<file path="config.mk">
export PLATFORM = sky130hd
export DESIGN_NAME = vga_scan_ctrl
export DESIGN_NICKNAME = d
export VERILOG_FILES = /design/src/rtl/vga_scan_ctrl.sv
export SDC_FILE = /design/constraint.sdc
export NUM_CORES = 1
export LEC_CHECK = 0
export ABC_AREA = 1
export CORE_MARGIN = 2
export CORE_UTILIZATION = 54
export CTS_BUF_LIST = sky130_fd_sc_hd__clkbuf_16
export DETAILED_ROUTE_END_ITERATION = 8
export GPL_ROUTABILITY_DRIVEN = 1
export PLACE_DENSITY_LB_ADDON = 0.2
export SYNTH_ARGS = -nofsm -noshare
export SYNTH_HDL_FRONTEND = slang
export SYNTH_SLANG_ARGS = --single-unit
</file>
<file path="constraint.sdc">
create_clock -name clk -period 2.05 [get_ports clk]
set_input_delay 0.41 -clock clk [delete_from_list [all_inputs] [get_ports clk]]
set_output_delay 0.41 -clock clk [all_outputs]
set_load 0.02 [all_outputs]
</file>
<file path="src/rtl/vga_scan_ctrl.sv">
// vga_scan_ctrl: raster scan controller for 640x480@60 Hz VGA.
// Divides clk down to a pixel tick, runs the horizontal/vertical scan
// counters, hands the visible coordinates to maze_view and registers the
// returned colour together with the sync pulses so they leave aligned.
// Optional build macro: VGA_SCAN_BORDER_EN forces a one-pixel white frame
// around the visible area for monitor alignment.
module vga_scan_ctrl #(
    parameter int CLK_DIV   = 4,
    parameter int H_VISIBLE = 640,
    parameter int H_FP      = 16,
    parameter int H_SYNC    = 96,
    parameter int H_BP      = 48,
    parameter int V_VISIBLE = 480,
    parameter int V_FP      = 10,
    parameter int V_SYNC    = 2,
    parameter int V_BP      = 33
) (
    input  logic        clk,
    input  logic        reset,
    input  logic [11:0] color_data,
    output logic [8:0]  p_row,
    output logic [9:0]  p_col,
    output logic        video_on,
    output logic        hsync,
    output logic        vsync,
    output logic [3:0]  vga_r,
    output logic [3:0]  vga_g,
    output logic [3:0]  vga_b,
    output logic        frame_tick
);

    localparam int H_TOTAL = H_VISIBLE + H_FP + H_SYNC + H_BP;
    localparam int V_TOTAL = V_VISIBLE + V_FP + V_SYNC + V_BP;
    localparam int DIV_W   = (CLK_DIV > 1) ? $clog2(CLK_DIV) : 1;

    localparam logic [DIV_W-1:0] DIV_LAST = DIV_W'(CLK_DIV - 1);
    localparam logic [9:0] H_LAST     = 10'(H_TOTAL - 1);
    localparam logic [9:0] V_LAST     = 10'(V_TOTAL - 1);
    localparam logic [9:0] H_VIS      = 10'(H_VISIBLE);
    localparam logic [9:0] V_VIS      = 10'(V_VISIBLE);
    localparam logic [9:0] HS_START   = 10'(H_VISIBLE + H_FP);
    localparam logic [9:0] HS_END     = 10'(H_VISIBLE + H_FP + H_SYNC - 1);
    localparam logic [9:0] VS_START   = 10'(V_VISIBLE + V_FP);
    localparam logic [9:0] VS_END     = 10'(V_VISIBLE + V_FP + V_SYNC - 1);
`ifdef VGA_SCAN_BORDER_EN
    localparam logic [9:0] H_VIS_LAST = 10'(H_VISIBLE - 1);
    localparam logic [9:0] V_VIS_LAST = 10'(V_VISIBLE - 1);
`endif

    logic [DIV_W-1:0] div_cnt;
    logic [9:0]       h_cnt;
    logic [9:0]       v_cnt;
    logic             pix_tick;
    logic             vis;
    logic             raw_h;
    logic             raw_v;
    logic             frame_end;
    logic [11:0]      pix_color;

    assign pix_tick  = (div_cnt == DIV_LAST);
    assign vis       = (h_cnt < H_VIS) && (v_cnt < V_VIS);
    assign raw_h     = (h_cnt >= HS_START) && (h_cnt <= HS_END);
    assign raw_v     = (v_cnt >= VS_START) && (v_cnt <= VS_END);
    assign frame_end = pix_tick && (h_cnt == H_LAST) && (v_cnt == V_LAST);

    // Coordinates are combinational from the counters, held for a whole pixel.
    assign p_col = vis ? h_cnt : 10'd0;
    assign p_row = vis ? v_cnt[8:0] : 9'd0;

    // Clock divider: one pix_tick every CLK_DIV clocks.
    always_ff @(posedge clk or posedge reset) begin
        // NOTE: state registers use non-blocking assignments so every flop
        // samples the pre-edge values, regardless of block ordering.
        if (reset)
            div_cnt <= '0;
        else if (pix_tick)
            div_cnt <= '0;
        else
            div_cnt <= div_cnt + DIV_W'(1);
    end

    // Horizontal and vertical scan counters, advancing once per pixel.
    always_ff @(posedge clk or posedge reset) begin
        if (reset) begin
            h_cnt <= '0;
            v_cnt <= '0;
        end else if (pix_tick) begin
            if (h_cnt == H_LAST) begin
                h_cnt <= '0;
                v_cnt <= (v_cnt == V_LAST) ? 10'd0 : v_cnt + 10'd1;
            end else begin
                h_cnt <= h_cnt + 10'd1;
            end
        end
    end

    // Pixel colour selection: blank outside the visible area.
    always_comb begin
        // NOTE: default first so every path assigns pix_color and no latch
        // is inferred.
        pix_color = 12'h000;
        if (vis) begin
`ifdef VGA_SCAN_BORDER_EN
            if (h_cnt == 10'd0 || h_cnt == H_VIS_LAST ||
                v_cnt == 10'd0 || v_cnt == V_VIS_LAST)
                pix_color = 12'hFFF;
            else
                pix_color = color_data;
`else
            pix_color = color_data;
`endif
        end
    end

    // Output stage: capture the finishing pixel on pix_tick, CLK_DIV-1 clocks
    // after its coordinates were presented, so maze_view has settled.
    always_ff @(posedge clk or posedge reset) begin
        if (reset) begin
            hsync    <= 1'b1;
            vsync    <= 1'b1;
            video_on <= 1'b0;
            vga_r    <= 4'h0;
            vga_g    <= 4'h0;
            vga_b    <= 4'h0;
        end else if (pix_tick) begin
            hsync    <= ~raw_h;
            vsync    <= ~raw_v;
            video_on <= vis;
            {vga_r, vga_g, vga_b} <= pix_color;
        end
    end

    // One-clock pulse after the last pixel of the frame has been registered.
    always_ff @(posedge clk or posedge reset) begin
        if (reset)
            frame_tick <= 1'b0;
        else
            frame_tick <= frame_end;
    end

endmodule

</file>
== Word-level counts from Yosys, hierarchy flattened ==
Index checks and enable logic that the tools add are counted.

* Bits in registers: 38
* Logic and storage cells: 36

* Add/subtract/negate cells: 3
* $lt $le $gt $ge: 6
* Equality and inequality tests: 3
* Mux-type cells: 6
* Bitwise logic cells: 2
* Reduce and logical (&&, ||, !) cells: 6

{| class="wikitable"
|+ Operators by type and width
! operator !! count
|-
| 10-bit 2-to-1 mux || 3
|-
| 10-bit by 1-bit adder with 10-bit output (second input constant) || 2
|-
| 10-bit equality test (second input constant) || 2
|-
| 12-bit 2-to-1 mux || 1
|-
| 10-bit >= comparator (second input constant) || 1
|-
| 10-bit by 9-bit >= comparator with 1-bit output (second input constant) || 1
|-
| 10-bit <= comparator (second input constant) || 1
|-
| 10-bit by 9-bit <= comparator with 1-bit output (second input constant) || 1
|-
| 10-bit < comparator (second input constant) || 1
|-
| 10-bit by 9-bit < comparator with 1-bit output (second input constant) || 1
|-
| 9-bit 2-to-1 mux || 1
|-
| 1-bit logical AND || 5
|-
| 2-bit by 1-bit adder with 2-bit output (second input constant) || 1
|-
| 2-bit equality test (second input constant) || 1
|-
| 2-bit 2-to-1 mux || 1
|-
| 1-bit inverter || 2
|-
| 2-bit AND reduction || 1
|}

== Logic depth before layout (Yosys ltp) ==
* Depth in word-level cells: 3
* Depth in mapped cells: 8
* Mapped depth without buffers: 8

== Least setup slack after synthesis ==
OpenSTA, ideal clock, no wires.

* Kind: reg2out
* Start point: reg h_cnt[7]
* End point: out p_col[0]
* Arrival: 1.224 ns
* Setup slack: 0.416 ns
* Cell stages (with the launch flop): 7
* Cells stage by stage: dfrtp_1 nand2_1 nand3_1 nor2_2 inv_2 buf_4 nor2_1

* Longest elaborated chain between the ends: 3

{| class="wikitable"
|+ RTL lines
! item !! RTL line !! RTL
|-
| from (decl) || 51 || <nowiki>logic [9:0] h_cnt;</nowiki>
|-
| from (signal assigned) || 92 || <nowiki>h_cnt <= h_cnt + 10'd1;</nowiki>
|-
| 10-bit < comparator || 61 || <nowiki>assign vis = (h_cnt < H_VIS) && (v_cnt < V_VIS);</nowiki>
|-
| 1-bit logical AND || 61 ||
|-
| 10-bit 2-to-1 mux || 67 || <nowiki>assign p_col = vis ? h_cnt : 10'd0;</nowiki>
|-
| to (decl) || 22 || <nowiki>output logic [9:0] p_col,</nowiki>
|}

No other way between the ends.

== Worst setup path after layout ==
* Start point: reg h_cnt[9]
* End point: out p_row[8]

* Longest elaborated chain between the ends: 3

{| class="wikitable"
|+ RTL lines
! item !! RTL line !! RTL
|-
| 10-bit < comparator || 61 ||
|-
| 1-bit logical AND || 61 ||
|-
| 9-bit 2-to-1 mux || 68 || <nowiki>assign p_row = vis ? v_cnt[8:0] : 9'd0;</nowiki>
|-
| to (decl) || 21 || <nowiki>output logic [8:0] p_row,</nowiki>
|}

No other way between the ends.

==> out/metrics.cfg <==
[global_routing]
grt.busiest_layer=met2
met3_usage_pct=4.39
grtUsageMet2_pct=39.6
grt_max_degree=39
use_met1_pct=33.7
gr-total-overflow=0
gr-usage-all-layers_pct=24.8
antenna_found_initial=0
grt_pass1_wl_mm=8.27
grt_pass1_vias=1820

[pwr]
p_leak_nw=1.41
power_density_nw_per_um2=577
power_mw=1.58
ir_drop_v=0.000614

[synthesis]
syn-mean-instance-area_um2=7.91
synth_fa_ha_area_share_pct=2.96
yosysUniqueCellTypes=29
synth_top_family_by_area=simple AND/OR/NAND/NOR gates
netlist_instances=267
synth_compound_area_share_pct=4.33
synthSimpleGateAreaFrac_pct=35.0
synth_top_area_share_pct=42.7
ys_ff_latch=38
syn_area_um2=2110
seq_area_frac_synth_pct=45.2
yosysTopAreaCell=dfrtp_1
synth_area_leaders=dfrtp_1 (43%), nand2_1 (12%), nor2_1 (6.9%)
synth_mux_area_share_pct=0
synthXorXnorAreaFrac_pct=3.73
syn_nets=286
ys_warn_count=0

[die]
core_um2=3720
start_util_pct=56.8
fp.dieW_um=66.5
rows=22
die_h_um=66.5
die-area_um2=4420
num_io_pins=49

[timing]
hold_violations=0
rsz0062_at_grt=false
tns_ns=0
min_period_ns=1.86
fin_skew_ns=0.00326
drv_slew=0
max_freq_ghz=0.538
setup_ws_ns=0.191
relSlewSlack_pct=68.0
tightest_slew_ns=0.480
finalCritPeriodShare_pct=90.7
setup_viol=0

[setup_path]
r2r_start=v_cnt[0]
worstSetupPathType=reg2out
arrival_ns=1.45
startpoint=h_cnt[9]
start_kind=flop
worst_setup_path_end_kind=primary output
cp_max_fo=20
worstPathRequired_ns=1.64

[final_layout]
diodes=0
drive_above_1_share_pct=17.1
fin_cells=376
fin_area_um2=2740
area_delta_synth_final_pct=29.7
nets=346

[placed_design]
dp_worst_setup_slack_ns=0.0158
dpl.hpwl_mm=3.33
port_buffers=48
dpl.cell_count=368
gp_congestion=0.870
dpl-instance-area_um2=2690

[job]
maxCapViolations=0

[cts]
htreeDepth=2
clkTransAtPathRegs_ns=0.05
numCtsBuffers=5
clockBufferDepth=2
cts_root_buffer=clkbuf_16
clkLatencyLatePin_ns=0.28
post-cts-setup-buffers=0
numClockSinks=38
tritoncts=yes

[routing]
ant_nets=0
wl_per_cell_um=12.6
routed-via-count=1899
drt_iter0_drc=110
dr.pass1.iters=4
drt-vias-per-instance=5.05
drt_wl_total_mm=4.73
route.detailed.drc=0

[hold_path]
hold_class=reg2reg
hold_start=div_cnt[0]

[outcome]
status=finished, final reports clean

-- cell usage after synthesis --
library cell / number
a21oi_1: 1
a41oi_1: 1
and2_4: 1
buf_2: 2
buf_4: 2
buf_6: 2
clkbuf_1: 2
dfrtp_1: 36
dfstp_2: 2
ha_1: 5
inv_1: 32
inv_2: 3
nand2_1: 66
nand2_2: 2
nand3_1: 27
nand3_2: 1
nand4_1: 6
nand4_4: 2
nor2_1: 39
nor2_2: 4
nor2_4: 1
nor2_8: 1
nor3_1: 3
nor3_2: 1
nor3_4: 1
o211ai_1: 1
o21ai_0: 3
o21ai_1: 11
xor2_1: 9
-- area by class of cell --
| cell class | count | area, µm² |
|---|---|---|
| multi-input cells | 186 | 971 |
| clock inverters | 3 | 11.3 |
| inverters | 35 | 134 |
| well taps | 48 | 60.1 |
| repair buffers | 61 | 483 |
| fillers | 282 | 978 |
| flip-flops and latches | 38 | 953 |
| clock buffers | 5 | 125 |
-- where the power goes --
group	internal, mW	total (mW)	switching [mW]	leakage (nW)
registers	0.763	0.770	0.00691	0.477
logic	0.0479	0.0911	0.0432	0.857
clock network	0.437	0.718	0.281	0.0776
-- metrics by stage --
step / util [%] / hold WS, ns
4_1_cts: 75.6 / 0.436
2_1_floorplan: - / 0.403
3_5_place_dp: 72.5 / 0.428
6_report: 73.7 / 0.429
3_3_place_gp: 72.5 / 0.417
5_1_grt: 73.7 / 0.453
-- per-layer routing --
layer  share of wire [%]  routed length, µm
met5                   0                  0
met4                 1.3                 63
met3                 4.9                231
met2                  47               2240
met1                  46               2200
-- timing repair --
item | in CTS | in global routing
hold buffers | 0 | 0
hold endpoints to repair | 0 | 0
setup endpoints to repair | 19 | 19
resized for setup | 20 | 39
pin swaps | 0 | 0
-- path summary, 6_finish.rpt --
path	slack, ns	to	depth (start not counted)
setup reg to reg	0.55	v_cnt[0]	7
hold / removal	0.43	div_cnt[0]	1
hold reg to reg	0.43	div_cnt[0]	1
setup / recovery	0.19	p_row[8]	6
max in group asynchronous	1.15	hsync	3
min in group asynchronous	0.53	v_cnt[2]	3
-- cell families (layout without fill, tap and decap cells) --
kind of cell               Yosys count  count (layout)
AOI/OAI and AO/OA                   17              17
xor gates and xnor gates             9               9
adders and majority gates            5               5
buffers and inverters               43             104
DFF                                 38              38
and+or+nand+nor                    155             155
-- cell usage in the layout (no fill, tap or decap), drive strengths merged --
master,netlist,layout
a21oi,1,1
a41oi,1,1
and2,1,1
buf,6,13
clkbuf,2,24
clkdlybuf4s50,0,29
dfrtp,36,36
dfstp,2,2
ha,5,5
inv,35,38
nand2,68,68
nand3,28,28
nand4,8,8
nor2,45,45
nor3,5,5
o211ai,1,1
o21ai,14,14
xor2,9,9
-- registers in the layout, summed over array words and instances, names as in the netlist, 2 cells and up --
| name | cells |
|---|---|
| vga_b | 4 |
| h_cnt | 10 |
| vga_g | 4 |
| v_cnt | 10 |
| div_cnt | 2 |
| vga_r | 4 |
-- critical path, stage by stage, from the launching register on --
cell and delay (ns):
dfrtp_1 0.40, nand2_1 0.10, nand3_1 0.09, nor2_2 0.15
inv_4 0.12, nor2_1 0.12, clkbuf_2 0.18
Note: power is estimated with default switching activity, not from simulation.
==> RTL change 1 (config.mk and constraints unchanged) <==
Reset style: synchronous (`reset`), changed in 4 clocked blocks.
--- a/src/rtl/vga_scan_ctrl.sv
+++ b/src/rtl/vga_scan_ctrl.sv
@@ -70,3 +70,3 @@
     // Clock divider: one pix_tick every CLK_DIV clocks.
-    always_ff @(posedge clk or posedge reset) begin
+    always_ff @(posedge clk) begin
         // NOTE: state registers use non-blocking assignments so every flop
@@ -82,3 +82,3 @@
     // Horizontal and vertical scan counters, advancing once per pixel.
-    always_ff @(posedge clk or posedge reset) begin
+    always_ff @(posedge clk) begin
         if (reset) begin
@@ -116,3 +116,3 @@
     // after its coordinates were presented, so maze_view has settled.
-    always_ff @(posedge clk or posedge reset) begin
+    always_ff @(posedge clk) begin
         if (reset) begin
@@ -133,3 +133,3 @@
     // One-clock pulse after the last pixel of the frame has been registered.
-    always_ff @(posedge clk or posedge reset) begin
+    always_ff @(posedge clk) begin
         if (reset)
Formal check against the unedited RTL: differs if reset is asserted again (counterexample within 10 cycles, from zero or initial values and one cycle with reset high); with reset held inactive, the same outputs for 10 cycles.
==> RTL change 1 against the unedited design <==
Area after synthesis is 5.6% lower. Setup slack worse by 0.12 ns. Power is 20% higher. Wire length is 26% higher. Sequential cell count stayed put. Synthesized cell count is 6.7% higher. Cell area is 2.2% higher. Non-clock buffer count is 12 higher. Critical endpoint unchanged.
==> RTL change 1: results (changes against the unedited design) <==
Run status
  – Outcome: complete, no violations

Global route
  – Met3 global-route usage: 0.04514 (+0.001220)
  – Global-route met2 utilization: 0.5193 (+0.1231)
  – Pin count of the biggest net entering global routing: 18 (-54%)

Min path
  – Hold depth: 2 (+1)
  – Hold Startpoint: vga_b[3]
  – WHS Endpoint: vga_b[3]

Drt
  – Vias: 2183 (+15%)
  – Drt pass-1 iters: 5 (+1)

Placement
  – Gpl congestion: 0.7945 (-8.7%)
  – Pre-CTS setup slack: -0.07991 ns (-0.09572 ns)

Worst setup path
  – Worst R2R End: h_cnt[8]
  – Critical path origin: h_cnt[9]
  – Crit path DAT: 1.57 ns (+0.12 ns)
  – Reg-to-reg slack, setup: 0.34 ns (-0.21 ns)

Finish
  – Final nets: 377 (+9.0%)
  – Buffering overhead: 0.2097 (+0.03333)
  – Fillers: 262 (-7.1%)
  – Fraction of area in registers: 0.2724 (-0.07590)
  – Buffers excl. clock: 73 (+20%)

Power and ir drop
  – Psw: 0.3786 mW (+14%)
  – Leak: 1.276 nW (-9.6%)

Synthesis
  – Syn Nets: 304 (+6.3%)
  – Seq/Total Area, Yosys: 0.3817 (-0.07002)

Timing
  – Skew final: 0.003312 ns (+0.00004899 ns)
  – Max Clk Rate: 0.5055 GHz (-6.1%)

Floorplan
  – Die Span X: 64.76 um (-2.7%)
==> RTL change 1: cell types whose count changed after synthesis, sizes merged, moves of 4 or more <==
cell,before,now
dfxtp,0,38
dfrtp,36,0
nor2,45,60
a21oi,1,10
nand4,8,16
o21ai,14,8
nand2,68,63
xor2,9,5
==> RTL change 1: metrics by stage <==
| stage | TNS (ns) | std cells | util | power [mW] | hold WS, ns |
|---|---|---|---|---|---|
| floorplan | 0 | 285 | - | 0.8386 | 0.3992 |
| global placement | -0.2212 | 395 | 0.7307 | 0.9047 | 0.4108 |
| detailed placement | -1.121 | 395 | 0.7307 | 0.9086 | 0.4397 |
| CTS | 0 | 406 | 0.7804 | 1.887 | 0.4619 |
| global route | -0.05783 | 407 | 0.7759 | 1.933 | 0.4957 |
| finish | 0 | 407 | 0.7759 | 1.888 | 0.4713 |
==> RTL change 1: critical path, cell delays in order, from the launching register on <==
cell and delay (ns):
dfxtp_1 0.31, inv_1 0.08, nor3_2 0.05, buf_4 0.14, nor3_4 0.14, buf_6 0.14, nand2_4 0.11, nor2_1 0.13
buf_2 0.18
==> RTL change 1: cell families (layout without fill, tap and decap cells) <==
kind of cell,after synthesis,after routing,share of synthesized area
AND/OR/NAND/NOR,174,175,0.4143
buffers and inverters,43,116,0.09793
flip-flops,38,38,0.3817
AO/OA/AOI/OAI,20,20,0.05274
adder cells (fa/ha/maj),5,5,0.03139
XOR/XNOR,5,5,0.02197
==> RTL change 1: layer usage <==
| layer | vias up | part of all wire |
|---|---|---|
| met5 | - | 0 |
| met4 | 0 | 0.035 |
| met3 | 19 | 0.063 |
| met2 | 103 | 0.51 |
| met1 | 995 | 0.40 |
| li1 | 1066 | - |
==> RTL change 2 (same flow settings) <==
Without the edit above. The option `VGA_SCAN_BORDER_EN` is turned on by a define.
--- a/src/rtl/vga_scan_ctrl.sv
+++ b/src/rtl/vga_scan_ctrl.sv
@@ -6,2 +6,4 @@
 // around the visible area for monitor alignment.
+`define VGA_SCAN_BORDER_EN
+
 module vga_scan_ctrl #(
Function: changed (Yosys sat finds a counterexample within 10 cycles, from zero or initial values and one cycle with reset high).
==> RTL change 2 against the unedited design <==
Sequential cell count did not move. Power is 5.0% higher. Combinational power decreased by 49%. Worst hold slack improved by 0.00075 ns. Sequential power down 3%. Setup slack worse by 0.064 ns. Cell area up 6.3%. First-iteration DRC count grew 45%. Area after synthesis up 6.6%. Wire length is 13% higher. Critical path depth grew 2. Largest cell class unchanged. Largest power group is now clock.
==> RTL change 2: results (changes against the unedited design) <==
Global route
  – Global-route met2 utilization: 0.4351 (+0.03885)
  – GRT Total Usage: 0.2507 (+0.002678)
  – GRT met1 Usage: 0.3146 (-0.02240)
  – Met3 global-route usage: 0.05357 (+0.009653)
  – Vias in the first global route: 1937 (+6.4%)
  – First-pass GRT wire length: 8631 um (+4.4%)

Drt
  – DR WL met2: 2728 um (+22%)
  – Met3 Wirelength: 265 um (+15%)
  – Routed WL: 5364 um (+13%)
  – Mean number of vias per cell: 5.101 (+1.0%)
  – DR iter-0 viols: 160 (+45%)
  – Vias: 2112 (+11%)
  – Wire length on met1: 2319 um (+5.6%)

Timing
  – Skew final: 0.004159 ns (+0.0008961 ns)
  – Slew margin rel.: 0.6784 (-0.001643)

Synthesis
  – Syn Nets: 322 (+13%)
  – Compound-cell area share of the yosys netlist: 0.06618 (+0.02291)
  – Syn Area/Cell: 7.425 sq um (-6.1%)
  – Post-synthesis cell type count: 31 (+6.9%)
  – Post-Synth Adder-Cell Area: 0.02781 (-0.001830)

Floorplan
  – Die Span X: 68.55 um (+3.0%)

Power and ir drop
  – Leak: 1.437 nW (+1.8%)
  – Worst VDD drop: 0.4726 mV (-23%)

Finish
  – Fillers: 308 (+9.2%)
  – Multi-input gates: 214 (+15%)
  – Non-clock inverters: 43 (+23%)
  – Clock-cell share of area: 0.05589 (+0.006073)

Worst setup path
  – Worst Path Max Fanout: 11 (-45%)

Placement
  – Pre-CTS setup slack: 0.01528 ns (-0.0005279 ns)
  – Placed cell areas: 0.002823 sq mm (+4.8%)
  – Gpl congestion: 0.9011 (+3.6%)
  – Placed Cells: 405 (+10%)

Run status
  – Outcome: complete, no violations

CTS
  – Post-cts sizing count: 36 (+80%)
  – Post-CTS Setup Inserts: 1 (+1)
==> RTL change 2: worst paths after layout <==
check | start | to | slack (ns) | cells after the start
max | h_cnt[8] | p_col[8] | 0.13 | 8
min | div_cnt[0] | div_cnt[0] | 0.43 | 1
max reg2reg | h_cnt[8] | vga_b[2] | 0.35 | 10
min reg2reg | div_cnt[0] | div_cnt[0] | 0.43 | 1
max in group asynchronous | reset | vsync | 1.15 | 3
min in group asynchronous | reset | v_cnt[6] | 0.55 | 3
==> RTL change 2: power breakdown <==
group | switching, mW | internal, mW
combinational | 0.0221 | 0.0244
sequential | 0 | 0.750
clock | 0.297 | 0.565
total | 0.319 | 1.34
==> RTL change 2: cell families (layout without fill, tap and decap cells) <==
group | Yosys count | after routing
AO/OA/AOI/OAI | 25 | 25
flip-flops | 38 | 38
XOR/XNOR | 4 | 4
adder cells (fa/ha/maj) | 5 | 5
buffers and inverters | 51 | 112
AND/OR/NAND/NOR | 180 | 180
